### src/rtl/ga23_sdr_arbiter.sv
// GA23 background-layer SDRAM row arbiter.
// Requests are latched per layer and granted round-robin. One read is in flight at a
// time. Returned rows go back to the owning layer with a one-cycle ready pulse.
// A grant that gets no mem_rdy within TIMEOUT cycles is aborted so the layer never stalls.
module ga23_sdr_arbiter #(
  parameter int unsigned NUM_REQ = 3,
  parameter int unsigned ADDR_W  = 22,
  parameter int unsigned DATA_W  = 32,
  parameter int unsigned TIMEOUT = 64
) (
  input  logic                      clk,
  input  logic                      reset_n,
  input  logic [NUM_REQ-1:0]        req,
  input  logic [NUM_REQ*ADDR_W-1:0] req_addr,
  output logic [NUM_REQ-1:0]        rdy,
  output logic [NUM_REQ*DATA_W-1:0] data,
  output logic [ADDR_W-1:0]         mem_addr,
  output logic                      mem_req,
  input  logic                      mem_rdy,
  input  logic [DATA_W-1:0]         mem_data,
  output logic [7:0]                timeout_cnt
);

  localparam int unsigned IdxW = (NUM_REQ > 1) ? $clog2(NUM_REQ) : 1;
  // Wide enough to hold TIMEOUT-1.
  localparam int unsigned TmrW = (TIMEOUT > 1) ? $clog2(TIMEOUT) : 1;

  typedef enum logic [0:0] {
    StIdle,
    StWait
  } state_e;

  state_e              state_q;
  logic [NUM_REQ-1:0]  pend_q;
  logic [ADDR_W-1:0]   addr_q [NUM_REQ];
  logic [DATA_W-1:0]   data_q [NUM_REQ];
  logic [IdxW-1:0]     gnt_q;
  logic [IdxW-1:0]     last_q;
  logic [TmrW-1:0]     tmr_q;
  logic [NUM_REQ-1:0]  rdy_q;
  logic [ADDR_W-1:0]   mem_addr_q;
  logic                mem_req_q;
  logic [7:0]          to_cnt_q;

  logic [ADDR_W-1:0]   req_addr_a [NUM_REQ];
  logic                pick_vld;
  logic [IdxW-1:0]     pick_idx;
  logic                tmr_expired;

  for (genvar gi = 0; gi < NUM_REQ; gi++) begin : g_slice
    assign req_addr_a[gi]              = req_addr[gi*ADDR_W +: ADDR_W];
    assign data[gi*DATA_W +: DATA_W]   = data_q[gi];
  end

  // Round-robin pick: first pending requester after the last one granted.
  always_comb begin : pick_comb
    int unsigned     idx_full;
    logic [IdxW-1:0] idx;
    idx_full = 0;
    idx      = '0;
    pick_vld = 1'b0;
    pick_idx = '0;
    for (int unsigned k = 1; k <= NUM_REQ; k++) begin
      idx_full = (32'(last_q) + k) % NUM_REQ;
      idx      = IdxW'(idx_full);
      if (!pick_vld && pend_q[idx]) begin
        pick_vld = 1'b1;
        pick_idx = idx;
      end
    end
  end

  // Abort condition for the in-flight grant; never fires when TIMEOUT is 0.
  always_comb begin
    tmr_expired = 1'b0;
    if (TIMEOUT != 0) begin
      tmr_expired = (tmr_q == TmrW'(TIMEOUT - 1));
    end
  end

  // Arbiter FSM, request capture and all registered outputs.
  always_ff @(posedge clk) begin
    if (!reset_n) begin
      state_q    <= StIdle;
      pend_q     <= '0;
      gnt_q      <= '0;
      last_q     <= IdxW'(NUM_REQ - 1);
      tmr_q      <= '0;
      rdy_q      <= '0;
      mem_addr_q <= '0;
      mem_req_q  <= 1'b0;
      to_cnt_q   <= '0;
      for (int i = 0; i < NUM_REQ; i++) begin
        addr_q[i] <= '0;
        data_q[i] <= '0;
      end
    end else begin
      rdy_q     <= '0;
      mem_req_q <= 1'b0;

      case (state_q)
        StIdle: begin
          if (pick_vld) begin
            gnt_q      <= pick_idx;
            last_q     <= pick_idx;
            mem_addr_q <= addr_q[pick_idx];
            mem_req_q  <= 1'b1;
            tmr_q      <= '0;
            state_q    <= StWait;
          end
        end
        StWait: begin
          tmr_q <= tmr_q + TmrW'(1);
          if (mem_rdy) begin
            data_q[gnt_q] <= mem_data;
            rdy_q[gnt_q]  <= 1'b1;
            pend_q[gnt_q] <= 1'b0;
            state_q       <= StIdle;
          end else if (tmr_expired) begin
            // Layer still gets its pulse; its data register is left untouched.
            rdy_q[gnt_q]  <= 1'b1;
            pend_q[gnt_q] <= 1'b0;
            if (to_cnt_q != 8'hFF) begin
              to_cnt_q <= to_cnt_q + 8'd1;
            end
            state_q       <= StIdle;
          end
        end
        default: state_q <= StIdle;
      endcase

      // Capture comes last so a request landing with its own completion stays pending.
      for (int i = 0; i < NUM_REQ; i++) begin
        if (req[i]) begin
          pend_q[i] <= 1'b1;
          addr_q[i] <= req_addr_a[i];
        end
      end
    end
  end

  assign rdy         = rdy_q;
  assign mem_addr    = mem_addr_q;
  assign mem_req     = mem_req_q;
  assign timeout_cnt = to_cnt_q;

endmodule

### config.mk
export PLATFORM = sky130hd
export DESIGN_NAME = ga23_sdr_arbiter
export DESIGN_NICKNAME = d
export VERILOG_FILES = /design/src/rtl/ga23_sdr_arbiter.sv
export SDC_FILE = /design/constraint.sdc
export NUM_CORES = 1
export LEC_CHECK = 0
export ABC_AREA = 0
export BUFFER_PORTS_ARGS = -buffer_cell sky130_fd_sc_hd__buf_2
export CAP_MARGIN = 5
export CORE_UTILIZATION = 52
export CTS_CLUSTER_DIAMETER = 150
export CTS_CLUSTER_SIZE = 14
export DETAILED_ROUTE_END_ITERATION = 6
export HOLD_SLACK_MARGIN = 0.12
export PLACE_DENSITY = 0.92
export SLEW_MARGIN = 10
export SYNTH_ARGS = -nofsm -noshare
export SYNTH_HDL_FRONTEND = slang
export SYNTH_SLANG_ARGS = --single-unit
### constraint.sdc
create_clock -name clk -period 4.75 [get_ports clk]
set_input_delay 0.95 -clock clk [delete_from_list [all_inputs] [get_ports clk]]
set_output_delay 0.95 -clock clk [all_outputs]
set_load 0.005 [all_outputs]
---- Word-level counts from Yosys, hierarchy flattened ----
Memories as Yosys holds them, arrays and structs flattened. A register that Yosys moved wholly into a read port is not among the register bits.
Cells that the tools add are included.
word-level totals
  input bits .............................. 104
  memories kept ........................... 2
  word-level logic and storage cells ...... 104
  memory bits (writable) .................. 162
  bits in registers ....................... 26
  output and inout port bits .............. 130
operators by class
  magnitude comparators ................... 5
  muxes and demuxes ....................... 48
  $add $sub $neg .......................... 5
  bitwise operators ....................... 8
  divide/modulo/power cells ............... 3
  reduce and logical (&&, ||, !) cells .... 20
  equal/unequal tests ..................... 3
memories
  name    depth  bits a word  read ports  clocked after memory_dff  write ports  RTL line  RTL
  data_q  3      32           3           0                         3            36        logic [DATA_W-1:0] data_q [NUM_REQ];
  addr_q  3      22           1           1                         3            35        logic [ADDR_W-1:0] addr_q [NUM_REQ];
operators by type and width
  operator                                            count
  modulo 32 x 2 -> 32 bit, second input constant      3
  2-to-1 mux 22 bit                                   3
  2-to-1 mux 32 bit                                   1
  OR reduction 32 bit                                 1
  2-to-1 mux 1 bit                                    28
  2-to-1 mux 3 bit                                    5
  < comparator 2 x 3 -> 1 bit, second input constant  4
  one-hot mux 6 bit (2 select lines)                  1
  AND reduction 2 bit                                 5
  nonzero test 3 bit                                  3
  adder 8 x 1 -> 8 bit, second input constant         1
  2-to-1 mux 2 bit                                    4
  != test 8 bit, second input constant                1
  adder 2 x 2 -> 3 bit, second input constant         2
  adder 6 x 1 -> 6 bit, second input constant         1
  binary-select mux 1 bit (select 2 bit)              3
  equality test 6 bit, second input constant          1
  2-to-1 mux 6 bit                                    1
  nonzero test 2 bit                                  3
  AND reduction 4 bit                                 1
  adder 2 x 1 -> 3 bit, second input constant         1
  AND 3 bit                                           1
  logical AND 1 bit                                   3
  zero test 1 bit                                     3
  other kinds (8)                                     12

---- Depth between registers and ports, before layout ----
  word-level depth ........................ 13
  gate-level depth with buffers ........... 9

---- Least setup slack after synthesis ----
Ideal clock, no wire load.
  path type ............................... input port to flip-flop
  start ................................... in reset_n
  end ..................................... mem data_q[2][0] (enable)
  arrival time ............................ 3,662 ps
  setup slack ............................. 623 ps
  stages .................................. 3
  setup time .............................. 466 ps
  path through ............................ clkbuf_1 > nand3_1 > o21ai_0
RTL lines
  item         RTL line  RTL
  from (decl)  12        input logic reset_n,
  to (decl)    36

==> summary.md <==
In the final layout, the multi-input gates occupy 2410 um^2. Counting distinct cell types in the post-synthesis netlist gives 51. Pin placement for this block handled 234 I/O pins. The count of flip-flops with a built-in enable after synthesis was 162; the H-tree depth was 1. Summing the areas of all and, or, nand and nor instances in the mapped netlist gives 17.4% of the synthesized area. The tools report the final number of max-transition violations as 0. The mux cell area share after synthesis came out at 2.75%. After detailed routing, the average wire length per cell comes to 16.5 um. The net switching power was 1.23 mW; the area share of the leading cell type in the synthesized netlist was 58.0%.

Once the floorplan was initialized, standard cells occupied 53.0% of the core. The filler cells instantiated in the layout total 1126. The initial antenna violation count was 0; the largest stage delay on the critical path was 0.87 ns. The number of nets at the end of the flow came out at 942. Top routing layer in use: met4. The ratio of cells with drive above 1 in the final layout is 32.3%. The relative slew slack is 25.1%, and the via density per instance is 5.22.

The number of hold violations in the final report is 0. The tree is rooted in a sky130_fd_sc_hd__clkbuf_16. Among all flip-flop cells after synthesis, the most frequent one is sky130_fd_sc_hd__edfxtp_1. The internal power of the cells is 3.32 mW, and the maximum clock frequency is 0.331 GHz. Worst min-delay path endpoint: mem_addr[16].

After synthesis, the share of flip-flops with an asynchronous set or reset is 0%. Before antenna repair, the detailed router went through 5 iterations. The run gives 5273 as the via count of the first global-routing pass. The design draws 4.55 mW.

The final global-route overflow total came out at 0. The logs give 12000 um for the post-DP HPWL and 3 for the maximum root-to-sink buffer count. Data on the critical path is required at its endpoint by 5.07 ns. The number of nets produced by synthesis came out at 714. The run gives 4.41 nW as the static leakage. The first global-routing pass estimated 26600 um of wire.

In this run, synthesis produced a sequential element count of 209. The worst register-to-register path ends at mem_addr[4]. For this block, the initial DRC count from the detailed router was 293.

The floorplan step defined a core boundary enclosing 15800 um^2. The run finished with clean final reports. At the later pin of the worst-skew pair, clock insertion delay measures 0.48 ns. The worst setup path is captured at a flip-flop. The max-capacitance violation count came out at 0. The row count is 46. The horizontal extent of the die came out at 129 um. Timing analysis after detailed placement gives a worst setup slack of 1.63 ns. Summed over all layers, the routed wires come to 17500 um. The switching portion of total power is 27.0%. Setup repair after global routing left no endpoint under its margin. The area growth from synthesis to layout is 22.3%. The power density relative to cell area works out to 444 nW/um^2. The number of gates resized after CTS was 0.

The number of buffers added on ports is 233. The run gives 1320 um as the amount of wire on met3 after detailed routing. The number of antenna diodes in the final layout is 0.

The synthesized netlist devotes 0.836% of its cell area to XOR and XNOR gates. Master of the slowest instance on the critical path: sky130_fd_sc_hd__a31oi_4. The full die area came out at 16600 um^2.

Class of the tightest hold or removal check: flip-flop to flip-flop. Clock-pin slew was measured on the worst setup and hold paths at 0.07 ns. The slack of the critical path was 1.73 ns. By area the synthesized netlist is led by sky130_fd_sc_hd__edfxtp_1 (58%), sky130_fd_sc_hd__and2_1 (12%), sky130_fd_sc_hd__dfxtp_1 (11%). The run gives 0 as the number of hold buffers added after CTS. The run gives 0 as the final number of setup-violating endpoints.

Of all nets on the critical path, the largest fanout is 23. The logs give 0.361 mV for the maximum ir drop on the vdd rail and 3.34 ns for the data arrival time at the worst-slack endpoint. After synthesis, flip-flops and latches occupy 69.3% of the total area.

The Yosys step of the flow raised 0 warnings. The summed instance area of the synthesized netlist came out at 8380 um^2. Across all layers, the routed design uses 5538 vias.

Wire segments on met2 add up to 8700 um in the final route. Once detail routing completed, the nets flagged for antenna violations numbered 0. For the number of instances in the synthesized netlist, the log shows 604. The total CTS buffers was 18. Per report_power, the combinational group accounts for 18.6% of the total.

The category of the critical setup timing path is flip-flop to flip-flop. The floorplan step set the die height to 129 um. Across every metal layer, demand over resource in global routing totals 20.6%. Number of clock sinks: 209.

In the synthesized netlist, the cells that appear most often are sky130_fd_sc_hd__and2_1 (163), sky130_fd_sc_hd__edfxtp_1 (162), sky130_fd_sc_hd__dfxtp_1 (47). The worst-margin pin slew was 1.12 ns. After detailed routing, the number of remaining DRC violations is 0. Counting instances, the worst hold path has a depth of 2. The total setup buffers inserted after CTS came out at 0. The most used standard cell by instance count after synthesis was sky130_fd_sc_hd__and2_1. In the final layout, flip-flops and latches occupy 5810 um^2. Ratio of final minimum period to clock period: 63.5%. Each instance of the synthesized netlist takes up on average 13.9 um^2.

The run gives 0 ns as the post-route setup TNS. STA classifies the critical path startpoint as a flip-flop. The worst hold path begins at addr_q[2][16]. Register-to-register setup slack: 1.73 ns. The cell taking the most area after synthesis is sky130_fd_sc_hd__edfxtp_1. The worst register-to-register path begins at gnt_q[0]. The adder and majority cell fraction of the synthesized area works out to 0.896%. The critical path crosses 7 cells after its start point. Sequential cells burn 51.8% of the power. The synthesized netlist devotes 6.61% of its cell area to compound gates.

Measured in cells, the most critical reg-to-reg path has a length of 7. The main combinational cell family by area after synthesis was simple AND/OR/NAND/NOR gates. TritonCTS built the clock tree.

Entering global routing, the biggest net connects 67 pins. Walking the worst path, the cells encountered are inv_2 > ha_1 > nor2b_1 > o31a_1 > a31oi_4 > mux2i_1 > o21ai_1. The kind of cell adding the most delay to the critical path was compound AO/OA/AOI/OAI gates. The number of buffer and inverter instances along the worst setup path is 1. The clock network burns 29.6% of the power.

The final critical delay including setup and external delays works out to 3.02 ns. The detailed router put a total of 7190 um of wire on met1. The clock arrives with 0.0162 ns of skew. Routability-driven placement finished with a final weighted congestion of 0.819.
cell usage in the layout, fill, tap and decap left out, types with 7 or more instances in the layout:
cell type / n
sky130_fd_sc_hd__mux2i_1: 23
sky130_fd_sc_hd__clkbuf_1: 12
sky130_fd_sc_hd__o21ai_1: 23
sky130_fd_sc_hd__nand3_1: 15
sky130_fd_sc_hd__nor2_1: 15
sky130_fd_sc_hd__buf_2: 233
sky130_fd_sc_hd__a21oi_1: 9
sky130_fd_sc_hd__edfxtp_1: 162
sky130_fd_sc_hd__a32oi_1: 22
sky130_fd_sc_hd__clkbuf_16: 19
sky130_fd_sc_hd__dfxtp_1: 47
sky130_fd_sc_hd__buf_4: 7
sky130_fd_sc_hd__nand2_1: 12
sky130_fd_sc_hd__and2_1: 163
state kept, by name (all words and copies together) (netlist names), 2 cells and up:
signal and flops:
timeout_cnt 8, rdy 3, data_q 96, tmr_q 6
addr_q 66, gnt_q 2, mem_addr 22, pend_q 3
metrics by stage:
step | area [um^2] | hold slack [ns] | utilization (%) | instances
2_1_floorplan | 8380 | 0.435 | - | 604
3_3_place_gp | 9720 | 0.440 | 61.4 | 1028
3_5_place_dp | 9720 | 0.448 | 61.4 | 1028
4_1_cts | 10200 | 0.462 | 64.8 | 1060
5_1_grt | 10200 | 0.479 | 64.8 | 1060
6_report | 10200 | 0.462 | 64.8 | 1060
worst max-delay path by stage:
stage | from | end | slack (ns)
finish | gnt_q[0] | mem_addr[4] | 1.73
global route | gnt_q[0] | mem_addr[4] | 1.56
global placement | reset_n | data_q[2][17] | 1.67
floorplan | reset_n | data_q[2][0] | 0.62
CTS | gnt_q[0] | mem_addr[4] | 1.74
detailed placement | reset_n | data_q[2][13] | 1.63
final cells by class:
class                           count  area share, %
Tap cell                          216           2.64
Multi-Input combinational cell    358           23.5
Inverter                            5          0.183
Clock buffer                       32           5.13
Sequential cell                   209           56.6
Timing Repair Buffer              240           11.9
power by group through the flow:
stage	combinational, mW	sequential (mW)	clock [mW]
finish	0.846	2.36	1.34
CTS	0.850	2.36	1.37
global placement	0.814	2.39	0
floorplan	0.540	2.37	0
detailed placement	0.847	2.39	0
global route	0.928	2.38	1.43
routing by layer:
| metal | up-vias | global-route usage [%] |
|---|---|---|
| met5 | - | 0 |
| met4 | 0 | 5.12 |
| met3 | 19 | 3.66 |
| met2 | 264 | 37.3 |
| met1 | 2609 | 25.6 |
| li1 | 2646 | - |
tightest hold or removal path: stages (launching register included):
cell	delay, ns
sky130_fd_sc_hd__edfxtp_1	0.32
sky130_fd_sc_hd__a32oi_1	0.05
sky130_fd_sc_hd__o21ai_1	0.06
kinds of logic (layout without fill, tap and decap cells):
logic type / after synthesis / in the layout
xor gates and xnor gates: 8 / 8
buffers and inverters: 37 / 277
AOI/OAI and AO/OA: 77 / 77
muxes: 23 / 23
DFF: 209 / 209
and+or+nand+nor: 244 / 244
adders and majority gates: 6 / 6
Power figures use the tool's default switching activity.
